===== config.mk =====
export PLATFORM = sky130hd
export DESIGN_NAME = gnss_code_gen_mc
export DESIGN_NICKNAME = d
export VERILOG_FILES = /design/src/rtl/gnss_code_pkg.sv /design/src/rtl/gnss_code_gen_mc_chan.sv /design/src/rtl/gnss_code_gen_mc.sv
export SDC_FILE = /design/constraint.sdc
export NUM_CORES = 1
export LEC_CHECK = 0
export CAP_MARGIN = 40
export CORE_MARGIN = 2
export CORE_UTILIZATION = 55
export CTS_BUF_LIST = sky130_fd_sc_hd__clkbuf_4 sky130_fd_sc_hd__clkbuf_8
export DETAILED_ROUTE_END_ITERATION = 8
export DONT_BUFFER_PORTS = 1
export PLACE_DENSITY = 0.7
export SLEW_MARGIN = 0
export SYNTH_ARGS = -nofsm -noshare
export SYNTH_HDL_FRONTEND = slang
export SYNTH_SLANG_ARGS = --single-unit
export TNS_END_PERCENT = 30

===== constraint.sdc =====
create_clock -name clk -period 10.45 [get_ports clk]
set_input_delay 1.5675 -clock clk [delete_from_list [all_inputs] [get_ports clk]]
set_output_delay 1.5675 -clock clk [all_outputs]
set_load 0.02 [all_outputs]

===== src/rtl/gnss_code_pkg.sv =====
// Shared types and helpers for the multi-channel GNSS code generator.
//   chan_state_e   - per-channel FSM state (IDLE / ARMED / RUN)
//   cfg_sel_e      - which init register a config write targets
//   masked_parity  - XOR reduction of (register & taps), the LFSR feedback bit
package gnss_code_pkg;

  typedef enum logic [1:0] {
    IDLE  = 2'd0,
    ARMED = 2'd1,
    RUN   = 2'd2
  } chan_state_e;

  typedef enum logic [1:0] {
    SEL_PRI_A = 2'd0,
    SEL_PRI_B = 2'd1,
    SEL_SEC_A = 2'd2,
    SEL_SEC_B = 2'd3
  } cfg_sel_e;

  // Widest LFSR the helper accepts; narrower registers are zero-extended.
  localparam int unsigned MAX_LFSR_W = 32;

  function automatic logic masked_parity(input logic [MAX_LFSR_W-1:0] r,
                                         input logic [MAX_LFSR_W-1:0] taps);
    return ^(r & taps);
  endfunction

endpackage


===== src/rtl/gnss_code_gen_mc_chan.sv =====
// One code channel: FSM, init registers, primary/secondary Fibonacci LFSR
// pairs, chip and overlay counters, and (optionally) chip slip.
// Optional feature macro: GNSS_CODE_SLIP_EN adds slip_req / slip_dir.
// Ports:
//   clk, reset            clock, synchronous active-high reset
//   cfg_we/sel/data       init register write (already gated by top)
//   start, stop           this channel's arm / force-idle requests
//   chip_stb              shared registered NCO carry
//   slip_req, slip_dir    (macro only) slip request pulse and direction
//   idle                  channel in IDLE (drives cfg_ready at top)
//   code/pri/sec          chip outputs; epoch_pri/epoch_sec wrap pulses
//   running               channel in RUN
module gnss_code_chan
  import gnss_code_pkg::*;
#(
  parameter int               PRI_W      = 13,
  parameter int               PRI_LEN    = 10230,
  parameter logic [PRI_W-1:0] PRI_TAPS_A = 13'h001B,
  parameter logic [PRI_W-1:0] PRI_TAPS_B = 13'h0C01,
  parameter int               SEC_W      = 10,
  parameter int               SEC_LEN    = 1800,
  parameter logic [SEC_W-1:0] SEC_TAPS_A = 10'h027,
  parameter logic [SEC_W-1:0] SEC_TAPS_B = 10'h00F,
  parameter int               DATA_W     = 13
) (
  input  logic              clk,
  input  logic              reset,
  input  logic              cfg_we,
  input  logic [1:0]        cfg_sel,
  input  logic [DATA_W-1:0] cfg_data,
  input  logic              start,
  input  logic              stop,
  input  logic              chip_stb,
`ifdef GNSS_CODE_SLIP_EN
  input  logic              slip_req,
  input  logic              slip_dir,
`endif
  output logic              idle,
  output logic              code,
  output logic              pri,
  output logic              sec,
  output logic              epoch_pri,
  output logic              epoch_sec,
  output logic              running
);

  localparam logic [PRI_W-1:0] PRI_LAST = PRI_W'(PRI_LEN - 1);
  localparam logic [SEC_W-1:0] SEC_LAST = SEC_W'(SEC_LEN - 1);

  chan_state_e      state_q, state_d;
  logic [PRI_W-1:0] init_pa_q, init_pa_d, init_pb_q, init_pb_d;
  logic [PRI_W-1:0] pa_q, pa_d, pb_q, pb_d, chip_cnt_q, chip_cnt_d;
  logic [SEC_W-1:0] init_sa_q, init_sa_d, init_sb_q, init_sb_d;
  logic [SEC_W-1:0] sa_q, sa_d, sb_q, sb_d, sec_cnt_q, sec_cnt_d;
  logic             epoch_pri_q, epoch_pri_d, epoch_sec_q, epoch_sec_d;
  logic [1:0]       steps;
  logic             wrapped;
`ifdef GNSS_CODE_SLIP_EN
  logic             slip_pend_q, slip_pend_d, slip_dir_q, slip_dir_d;
`endif

  function automatic logic [PRI_W-1:0] pri_step(input logic [PRI_W-1:0] r,
                                                input logic [PRI_W-1:0] taps);
    return {masked_parity(MAX_LFSR_W'(r), MAX_LFSR_W'(taps)), r[PRI_W-1:1]};
  endfunction

  function automatic logic [SEC_W-1:0] sec_step(input logic [SEC_W-1:0] r,
                                                input logic [SEC_W-1:0] taps);
    return {masked_parity(MAX_LFSR_W'(r), MAX_LFSR_W'(taps)), r[SEC_W-1:1]};
  endfunction

  always_comb begin
    // NOTE: every _d gets its hold value first so no path leaves it unassigned (no latches).
    state_d     = state_q;
    init_pa_d   = init_pa_q;
    init_pb_d   = init_pb_q;
    init_sa_d   = init_sa_q;
    init_sb_d   = init_sb_q;
    pa_d        = pa_q;
    pb_d        = pb_q;
    sa_d        = sa_q;
    sb_d        = sb_q;
    chip_cnt_d  = chip_cnt_q;
    sec_cnt_d   = sec_cnt_q;
    epoch_pri_d = 1'b0;
    epoch_sec_d = 1'b0;
    steps       = 2'd0;
    wrapped     = 1'b0;
`ifdef GNSS_CODE_SLIP_EN
    slip_pend_d = slip_pend_q;
    slip_dir_d  = slip_dir_q;
`endif

    // Stop beats start; start (re-)arms from any state; otherwise the strobe
    // either releases ARMED into RUN (chip 0 held a full period) or advances.
    if (stop) begin
      state_d = IDLE;
    end else if (start) begin
      state_d    = ARMED;
      pa_d       = init_pa_q;
      pb_d       = init_pb_q;
      sa_d       = init_sa_q;
      sb_d       = init_sb_q;
      chip_cnt_d = '0;
      sec_cnt_d  = '0;
    end else if (chip_stb) begin
      if (state_q == ARMED) begin
        state_d = RUN;
      end else if (state_q == RUN) begin
`ifdef GNSS_CODE_SLIP_EN
        steps = slip_pend_q ? (slip_dir_q ? 2'd2 : 2'd0) : 2'd1;
`else
        steps = 2'd1;
`endif
      end
    end

    // Up to two single-chip steps; a wrap ends the advance for this strobe.
    for (int k = 0; k < 2; k++) begin
      if (k < int'(steps) && !wrapped) begin
        if (chip_cnt_d == PRI_LAST) begin
          wrapped     = 1'b1;
          pa_d        = init_pa_q;
          pb_d        = init_pb_q;
          chip_cnt_d  = '0;
          epoch_pri_d = 1'b1;
          if (sec_cnt_q == SEC_LAST) begin
            sa_d        = init_sa_q;
            sb_d        = init_sb_q;
            sec_cnt_d   = '0;
            epoch_sec_d = 1'b1;
          end else begin
            sa_d      = sec_step(sa_q, SEC_TAPS_A);
            sb_d      = sec_step(sb_q, SEC_TAPS_B);
            sec_cnt_d = sec_cnt_q + 1'b1;
          end
        end else begin
          pa_d       = pri_step(pa_d, PRI_TAPS_A);
          pb_d       = pri_step(pb_d, PRI_TAPS_B);
          chip_cnt_d = chip_cnt_d + 1'b1;
        end
      end
    end

`ifdef GNSS_CODE_SLIP_EN
    // A pending slip is consumed by the first strobe seen while in RUN.
    if (state_q == RUN && chip_stb) slip_pend_d = 1'b0;
    if (slip_req) begin
      slip_pend_d = 1'b1;
      slip_dir_d  = slip_dir;
    end
    if (stop) slip_pend_d = 1'b0;
`endif

    if (cfg_we) begin
      unique case (cfg_sel_e'(cfg_sel))
        SEL_PRI_A: init_pa_d = cfg_data[PRI_W-1:0];
        SEL_PRI_B: init_pb_d = cfg_data[PRI_W-1:0];
        SEL_SEC_A: init_sa_d = cfg_data[SEC_W-1:0];
        SEL_SEC_B: init_sb_d = cfg_data[SEC_W-1:0];
      endcase
    end
  end

  // NOTE: sequential state uses non-blocking assignments so all flops sample together.
  always_ff @(posedge clk) begin
    if (reset) begin
      state_q     <= IDLE;
      // NOTE: init registers are real configuration state and must come out of reset all-ones, so they are reset like any other flop.
      init_pa_q   <= '1;
      init_pb_q   <= '1;
      init_sa_q   <= '1;
      init_sb_q   <= '1;
      pa_q        <= '0;
      pb_q        <= '0;
      sa_q        <= '0;
      sb_q        <= '0;
      chip_cnt_q  <= '0;
      sec_cnt_q   <= '0;
      epoch_pri_q <= 1'b0;
      epoch_sec_q <= 1'b0;
`ifdef GNSS_CODE_SLIP_EN
      slip_pend_q <= 1'b0;
      slip_dir_q  <= 1'b0;
`endif
    end else begin
      state_q     <= state_d;
      init_pa_q   <= init_pa_d;
      init_pb_q   <= init_pb_d;
      init_sa_q   <= init_sa_d;
      init_sb_q   <= init_sb_d;
      pa_q        <= pa_d;
      pb_q        <= pb_d;
      sa_q        <= sa_d;
      sb_q        <= sb_d;
      chip_cnt_q  <= chip_cnt_d;
      sec_cnt_q   <= sec_cnt_d;
      epoch_pri_q <= epoch_pri_d;
      epoch_sec_q <= epoch_sec_d;
`ifdef GNSS_CODE_SLIP_EN
      slip_pend_q <= slip_pend_d;
      slip_dir_q  <= slip_dir_d;
`endif
    end
  end

  // Chips come straight from the shift-register LSBs; IDLE forces them low.
  assign idle      = (state_q == IDLE);
  assign running   = (state_q == RUN);
  assign pri       = !idle && (pa_q[0] ^ pb_q[0]);
  assign sec       = !idle && (sa_q[0] ^ sb_q[0]);
  assign code      = pri ^ sec;
  assign epoch_pri = epoch_pri_q;
  assign epoch_sec = epoch_sec_q;

endmodule


===== src/rtl/gnss_code_gen_mc.sv =====
// Multi-channel pilot code generator: shared chip-rate NCO, config decode and
// cfg_ready mux, NCH instances of gnss_code_chan.
// Optional feature macro: GNSS_CODE_SLIP_EN adds slip_req[NCH] and slip_dir.
// Ports:
//   clk, reset                     clock, synchronous active-high reset
//   cfg_valid/ready/ch/sel/data    init register write handshake
//   nco_fcw                        chip-rate frequency control word
//   ch_mask, start, stop           channel arm / force-idle controls
//   chip_stb                       registered NCO carry (one clk)
//   code_out, pri_out, sec_out     per-channel chips
//   epoch_pri, epoch_sec, running  per-channel status
module gnss_code_gen_mc
  import gnss_code_pkg::*;
#(
  parameter int               NCH        = 4,
  parameter int               PRI_W      = 13,
  parameter int               PRI_LEN    = 10230,
  parameter logic [PRI_W-1:0] PRI_TAPS_A = 13'h001B,
  parameter logic [PRI_W-1:0] PRI_TAPS_B = 13'h0C01,
  parameter int               SEC_W      = 10,
  parameter int               SEC_LEN    = 1800,
  parameter logic [SEC_W-1:0] SEC_TAPS_A = 10'h027,
  parameter logic [SEC_W-1:0] SEC_TAPS_B = 10'h00F,
  parameter int               NCO_W      = 24,
  localparam int              CHW        = (NCH > 1) ? $clog2(NCH) : 1,
  localparam int              DW         = (PRI_W > SEC_W) ? PRI_W : SEC_W
) (
  input  logic             clk,
  input  logic             reset,
  input  logic             cfg_valid,
  output logic             cfg_ready,
  input  logic [CHW-1:0]   cfg_ch,
  input  logic [1:0]       cfg_sel,
  input  logic [DW-1:0]    cfg_data,
  input  logic [NCO_W-1:0] nco_fcw,
  input  logic [NCH-1:0]   ch_mask,
  input  logic             start,
  input  logic             stop,
`ifdef GNSS_CODE_SLIP_EN
  input  logic [NCH-1:0]   slip_req,
  input  logic             slip_dir,
`endif
  output logic             chip_stb,
  output logic [NCH-1:0]   code_out,
  output logic [NCH-1:0]   pri_out,
  output logic [NCH-1:0]   sec_out,
  output logic [NCH-1:0]   epoch_pri,
  output logic [NCH-1:0]   epoch_sec,
  output logic [NCH-1:0]   running
);

  logic [NCO_W-1:0]   acc_q, acc_d;
  logic               chip_stb_q, chip_stb_d;
  logic [NCH-1:0]     ch_idle;
  logic [2**CHW-1:0]  idle_ext;

  always_comb {chip_stb_d, acc_d} = {1'b0, acc_q} + {1'b0, nco_fcw};

  always_ff @(posedge clk) begin
    if (reset) begin
      acc_q      <= '0;
      chip_stb_q <= 1'b0;
    end else begin
      acc_q      <= acc_d;
      chip_stb_q <= chip_stb_d;
    end
  end

  assign chip_stb = chip_stb_q;

  // Unpopulated channel addresses read as ready so writes to them drain.
  always_comb begin
    idle_ext          = '1;
    idle_ext[NCH-1:0] = ch_idle;
    cfg_ready         = idle_ext[cfg_ch];
  end

  for (genvar i = 0; i < NCH; i++) begin : g_ch
    gnss_code_chan #(
      .PRI_W      (PRI_W),
      .PRI_LEN    (PRI_LEN),
      .PRI_TAPS_A (PRI_TAPS_A),
      .PRI_TAPS_B (PRI_TAPS_B),
      .SEC_W      (SEC_W),
      .SEC_LEN    (SEC_LEN),
      .SEC_TAPS_A (SEC_TAPS_A),
      .SEC_TAPS_B (SEC_TAPS_B),
      .DATA_W     (DW)
    ) u_chan (
      .clk       (clk),
      .reset     (reset),
      .cfg_we    (cfg_valid && cfg_ready && (cfg_ch == CHW'(i))),
      .cfg_sel   (cfg_sel),
      .cfg_data  (cfg_data),
      .start     (start && ch_mask[i]),
      .stop      (stop && ch_mask[i]),
      .chip_stb  (chip_stb_q),
`ifdef GNSS_CODE_SLIP_EN
      .slip_req  (slip_req[i]),
      .slip_dir  (slip_dir),
`endif
      .idle      (ch_idle[i]),
      .code      (code_out[i]),
      .pri       (pri_out[i]),
      .sec       (sec_out[i]),
      .epoch_pri (epoch_pri[i]),
      .epoch_sec (epoch_sec[i]),
      .running   (running[i])
    );
  end

endmodule

=== Word level (Yosys, flattened, before mapping) ===
Cells that the tools add are included.
Widths: inputs -> output; s select.

* Register bits after elaboration: 501
* Input bits: 50
* Output and inout bits: 26
* Logic and storage cells: 451

* Add/sub/neg operators: 13
* Magnitude comparators: 9
* Equality and inequality tests: 26
* Muxes and demuxes: 230
* Bitwise gates (word level): 12
* Reduce and logical (&&, ||, !) cells: 103

{| class="wikitable"
|+ Operator list
! cell !! count
|-
| $mux 13 || 72
|-
| $mux 10 || 84
|-
| $reduce_xor 32->1 || 24
|-
| $add 13x1->13 const B || 8
|-
| $eq 13x11->1 const B || 8
|-
| $mux 1 || 57
|-
| $reduce_and 2->1 || 24
|-
| $add 10x1->10 const B || 4
|-
| $eq 10x10->1 const B || 4
|-
| $mux 2 || 16
|-
| $add 24x24->25 || 1
|-
| $logic_and 1x1->1 || 25
|-
| $eq 2x2->1 const B || 8
|-
| $lt 1x2->1 const A || 8
|-
| $reduce_bool 2->1 || 8
|-
| $eq 2x1->1 const B || 6
|-
| $logic_not 2->1 || 6
|-
| $reduce_or 3->1 || 4
|-
| $xor 1x1->1 || 12
|-
| $logic_not 1->1 || 8
|-
| $reduce_or 2->1 || 4
|-
| $lt 2x3->1 const B || 1
|-
| $bmux 1 s2 || 1
|}

=== Logic depth before layout (Yosys ltp) ===
* Depth in word-level cells: 11
* Gate-level depth with buffers: 18
* Mapped depth without buffers: 13

=== Cells and area by module ===
From an unflattened synthesis, not the netlist that was laid out.

* Cell total of the unflattened synthesis: 2566
* Area, all modules: 22479.1 µm²

{| class="wikitable"
|+ Modules (own cells, without submodules)
! module !! times used !! cells an instance !! area each (µm²) !! seq. area each (µm²)
|-
| gnss_code_chan || 4 || 583 || 5123.7 || 2382.3
|-
| gnss_code_gen_mc || 1 || 234 || 1984.4 || 500.5
|}

=== Worst setup path after synthesis ===
OpenSTA, ideal clock, no wires.

* Path kind: input -> register
* Start: in stop
* End: reg g_ch[2].u_chan.sec_cnt_q[6]
* Setup time: 0.119 ns
* Arrival: 4.428 ns
* Data required time: 10.331 ns
* Path slack: 5.903 ns
* Stages on the path: 18
* Buffers on the path: 5
* Cell sequence: buf_2 -> nor2b_4 -> nand2_1 -> buf_2 -> buf_2 -> and2_1 -> inv_1 -> ha_1 -> nor4b_1 -> nand4_1 -> or3_1 -> buf_6 -> nor2_2 -> or3_1 -> buf_2 -> o21ai_1 -> nand2_1 -> o21ai_1

* Cells in the longest elaborated chain, start to end: 8
* Elaborated cells on any way between the ends: 19
* Classes of those cells: 1 x add/sub; 2 x order compare; 2 x eq/ne; 11 x mux; 3 x reduce/logical

{| class="wikitable"
|+ Ends and longest elaborated chain
! element !! RTL line !! source
|-
| start, declared || gnss_code_gen_mc.sv:38 || <nowiki>input logic stop,</nowiki>
|-
| $logic_and 1x1->1 * || gnss_code_gen_mc.sv:96 || <nowiki>.stop (stop && ch_mask[i]),</nowiki>
|-
| $mux 13 || gnss_code_gen_mc_chan.sv:96 || <nowiki>if (stop) begin</nowiki>
|-
| $add 13x1->13 / $eq 13x11->1 (equally long branches) || gnss_code_gen_mc_chan.sv:140, gnss_code_gen_mc_chan.sv:121 ||
|-
| $mux 13 / $mux 1 (equally long branches) || gnss_code_gen_mc_chan.sv:121 || <nowiki>if (chip_cnt_d == PRI_LAST) begin</nowiki>
|-
| $mux 13 / $mux 1 (equally long branches) || gnss_code_gen_mc_chan.sv:120 || <nowiki>if (k < int'(steps) && !wrapped) begin</nowiki>
|-
| $eq 13x11->1 / $logic_not 1->1 (equally long branches) || gnss_code_gen_mc_chan.sv:121, gnss_code_gen_mc_chan.sv:120 ||
|-
| $mux 10 / $logic_and 1x1->1 (equally long branches) || gnss_code_gen_mc_chan.sv:121, gnss_code_gen_mc_chan.sv:120 ||
|-
| $mux 10 * || gnss_code_gen_mc_chan.sv:120 ||
|-
| end signal, assigned || gnss_code_gen_mc_chan.sv:197 || <nowiki>sec_cnt_q <= sec_cnt_d;</nowiki>
|-
| end, declared || gnss_code_gen_mc_chan.sv:54 || <nowiki>logic [SEC_W-1:0] sa_q, sa_d, sb_q, sb_d, sec_cnt_q, sec_cnt_d;</nowiki>
|}

Mark *: on every way between the ends. The rest lies on a longest branch, timed or not.
A chain may end at the register's enable or synchronous reset.

=== Final worst setup path ===
* Start: in stop
* End: reg g_ch[0].u_chan.sb_q[3]

* Cells in the longest elaborated chain, start to end: 8
* Elaborated cells on any way between the ends: 19
* Classes of those cells: 1 x add/sub; 2 x order compare; 2 x eq/ne; 11 x mux; 3 x reduce/logical

{| class="wikitable"
|+ Ends and longest elaborated chain
! element !! RTL line !! source
|-
| $logic_and 1x1->1 * || gnss_code_gen_mc.sv:96 ||
|-
| $mux 13 || gnss_code_gen_mc_chan.sv:96 ||
|-
| $add 13x1->13 / $eq 13x11->1 (equally long branches) || gnss_code_gen_mc_chan.sv:140, gnss_code_gen_mc_chan.sv:121 ||
|-
| $mux 13 / $mux 1 (equally long branches) || gnss_code_gen_mc_chan.sv:121 ||
|-
| $mux 13 / $mux 1 (equally long branches) || gnss_code_gen_mc_chan.sv:120 ||
|-
| $eq 13x11->1 / $logic_not 1->1 (equally long branches) || gnss_code_gen_mc_chan.sv:121, gnss_code_gen_mc_chan.sv:120 ||
|-
| $mux 10 / $logic_and 1x1->1 (equally long branches) || gnss_code_gen_mc_chan.sv:121, gnss_code_gen_mc_chan.sv:120 ||
|-
| $mux 10 * || gnss_code_gen_mc_chan.sv:120 ||
|-
| end signal, assigned || gnss_code_gen_mc_chan.sv:177 || <nowiki>sb_q <= '0;</nowiki>
|-
| end signal, assigned || gnss_code_gen_mc_chan.sv:195 || <nowiki>sb_q <= sb_d;</nowiki>
|-
| end, declared || gnss_code_gen_mc_chan.sv:54 ||
|}

Marks and branches as above.

==> results.toml <==
[status]
status = "finished clean"

[detailed_routing]
dr.pass1.iters = 7
drt_iter0_drc = 1471
ant_nets = 0
routed_wl_um = 55700
routed_via_density = 5.91
post_drt_wl_per_cell_um = 17.2
route.vias.total = 19200
drcViolationCount = 0

[synth]
ys_seq_area_share_pct = 42.8
yosys-top-cells-area = "dfxtp_1 43%, a211o_1 6.9%, nor2b_1 5.3%"
ys_warn_count = 0
ys_top_cells_by_count = "501 x dfxtp_1, 301 x nand2_1, 274 x nor2_1, 197 x nor2b_1, 184 x a211o_1"
synth_area_leader_cell = "dfxtp_1"
synth_nets = 2841
syn_inst = 2754
synth_top_area_share_pct = 42.8
synth_cell_types = 68
synth_area_sq_um = 23500
synth.ff_latch_count = 501
postSynthAreaPerCell_sq_um = 8.52
postSynth.asyncResetShare_pct = 0
ys.flop_type = "dfxtp_1"
synth-edff-count = 0
synth.most_common_cell = "dfxtp_1"

[clocking]
cts_tree = "yes"
cts_setup_buffers = 0
cts.hold.buffers_added = 0
cts_root_buf = "clkbuf_8"
cts_buffers = 84
clkLatencyLatePin_ns = 0.63
clock_path_buffers = 3
cts_htree_levels = 3
cts.repair.resized = 0
cts.sinks = 501
clkTransAtPathRegs_ns = 0.06

[layout]
area_delta_synth_final_pct = 7.60
final_nets = 2729
drive_gt1_share_pct = 8.29
fillers = 3666
design_area_sq_um = 25200
antenna_cells = 0

[floorplan]
die-area_sq_um = 44300
die_width_um = 211
core.rowCount = 75
initial_core_util_pct = 55.8
die-height_um = 211
io_pins = 76
design.core.area_sq_um = 42000

[placed_design]
post-place-ws_ns = 5.30
buffer_ports.inserted = 0
hpwl_um = 32800
dpl_cell_area_sq_um = 23500
gp_congestion = 0.792

[worst_setup_path]
crit_top_cell = "buf_4"
cp_slowest_cell = "or4b_2"
required_ns = 11.01
cp-end-kind = "flop"
critPathKind = "input port to flop"
crit_path_max_fanout = 49
slowest_delay_ns = 0.62
worstPathArrival_ns = 5.17
crit_chain = "nand3b_1 -> buf_4 -> and2_1 -> ha_1 -> or4b_2 -> nor3_4 -> buf_4 -> nand2_1 -> buf_4 -> o21a_1 -> nor2_4 -> nand2_1 -> nand3_1"
start_kind = "input port"

[min_path]
hold_path_class = "flop to flop"

[timing]
hold_viol = 0
finalCriticalPeriod_ns = 4.61
maxSlewViolCount = 0
worstMarginPinSlew_ns = 0.942
fmax_ghz = 0.217
rsz0062_at_grt = "no"
max_slew_margin_pct = 36.6
setup_viol = 0
tns_ns = 0
min_period_over_period_pct = 44.1
skew_ns = 0.0209
fin_ws_ns = 5.84

[global_routing]
grt_max_degree = 412
first_global_vias = 18000
grt_pass1_wl_um = 90100
track_usage_pct = 24.5
grt_antenna_before_repair = 0
grt-ovfl-total = 0

[power]
leakage_uw = 0.00922
p_per_area_nw_per_um2 = 175
peakVddDrop_uv = 121

[job]
maxCapViolCount = 0
==> worst max-delay path, delay by kind of cell <==
family,cells,cell delay [ns]
buffers and inverters,3,1.22
adder cells (fa/ha/maj),1,0.16
AO/OA/AOI/OAI,1,0.26
AND/OR/NAND/NOR,8,1.87
==> placed cells by master, fill, tap and decap left out, types with 17 or more instances in the layout <==
cell / instances
buf_4: 39
a31oi_1: 17
a2111oi_0: 21
nand2_1: 300
a311oi_1: 28
clkbuf_4: 30
nand2b_1: 18
o22ai_1: 48
inv_1: 17
a21o_1: 20
nor3_1: 118
dfxtp_1: 501
a211o_1: 184
nand4_1: 20
nor2b_1: 197
a211oi_1: 85
nand3_1: 78
nor2_1: 271
o21ai_0: 87
clkbuf_8: 108
mux2i_1: 73
ha_1: 36
xor2_1: 46
nor4_1: 22
a21oi_1: 89
and3_1: 38
xnor2_1: 79
==> final cells by class <==
class / count / area (sq um) / share of cell area, %
clock buffer: 138 / 1710 / 6.78
tap: 539 / 674 / 2.67
multi-input combinational: 1994 / 12300 / 48.9
timing repair buffer: 43 / 365 / 1.45
inverter: 18 / 72.6 / 0.288
sequential: 501 / 10000 / 39.7
clock inverter: 7 / 40.0 / 0.159
==> metrics by stage <==
stage,cells,power [uW],util (%),hold slack (ns)
after floorplan,2754,2580,-,0.417
after global placement,3090,2630,55.7,0.437
after detailed placement,3095,2650,55.9,0.442
after CTS,3240,4440,60.0,0.456
after global routing,3240,4610,60.0,0.484
final,3240,4410,60.0,0.448
==> power breakdown <==
group | internal [uW] | switching (uW)
Sequential | 2000 | 41.6
Combinational | 255 | 313
Clock | 1030 | 767
==> kinds of logic after synthesis <==
family / synth area share (%)
flops: 42.8
simple gates: 23.4
xor+xnor: 4.67
compound gates: 18.7
buf+inv: 4.89
fa+ha+maj: 2.01
mux: 3.55
==> per-layer routing <==
layer  wire length (um)  part of all wire, %  track usage [%]
met5                  0                    0                0
met1              24900                   45             31.2
met3               3060                  5.5             4.69
met2              26400                   47             41.6
met4               1370                  2.5             8.62
==> worst paths after layout <==
kind                          startpoint                     endpoint  slack (ns)  depth (start not counted)
min reg2reg  g_ch[0].u_chan.init_sb_q[4]       g_ch[0].u_chan.sb_q[4]        0.45                          2
min          g_ch[0].u_chan.init_sb_q[4]       g_ch[0].u_chan.sb_q[4]        0.45                          2
max reg2reg    g_ch[3].u_chan.state_q[1]  g_ch[3].u_chan.sec_cnt_q[9]        7.10                          7
max                                 stop       g_ch[0].u_chan.sb_q[3]        5.84                         13
==> flip-flops by register name, indices dropped and copies added, names as in the netlist, 52 cells and up <==
register	cells
g_ch.u_chan.pb_q	52
g_ch.u_chan.pa_q	52
g_ch.u_chan.init_pb_q	52
g_ch.u_chan.chip_cnt_q	52
g_ch.u_chan.init_pa_q	52
No activity file was read; power rests on OpenSTA's default activity.
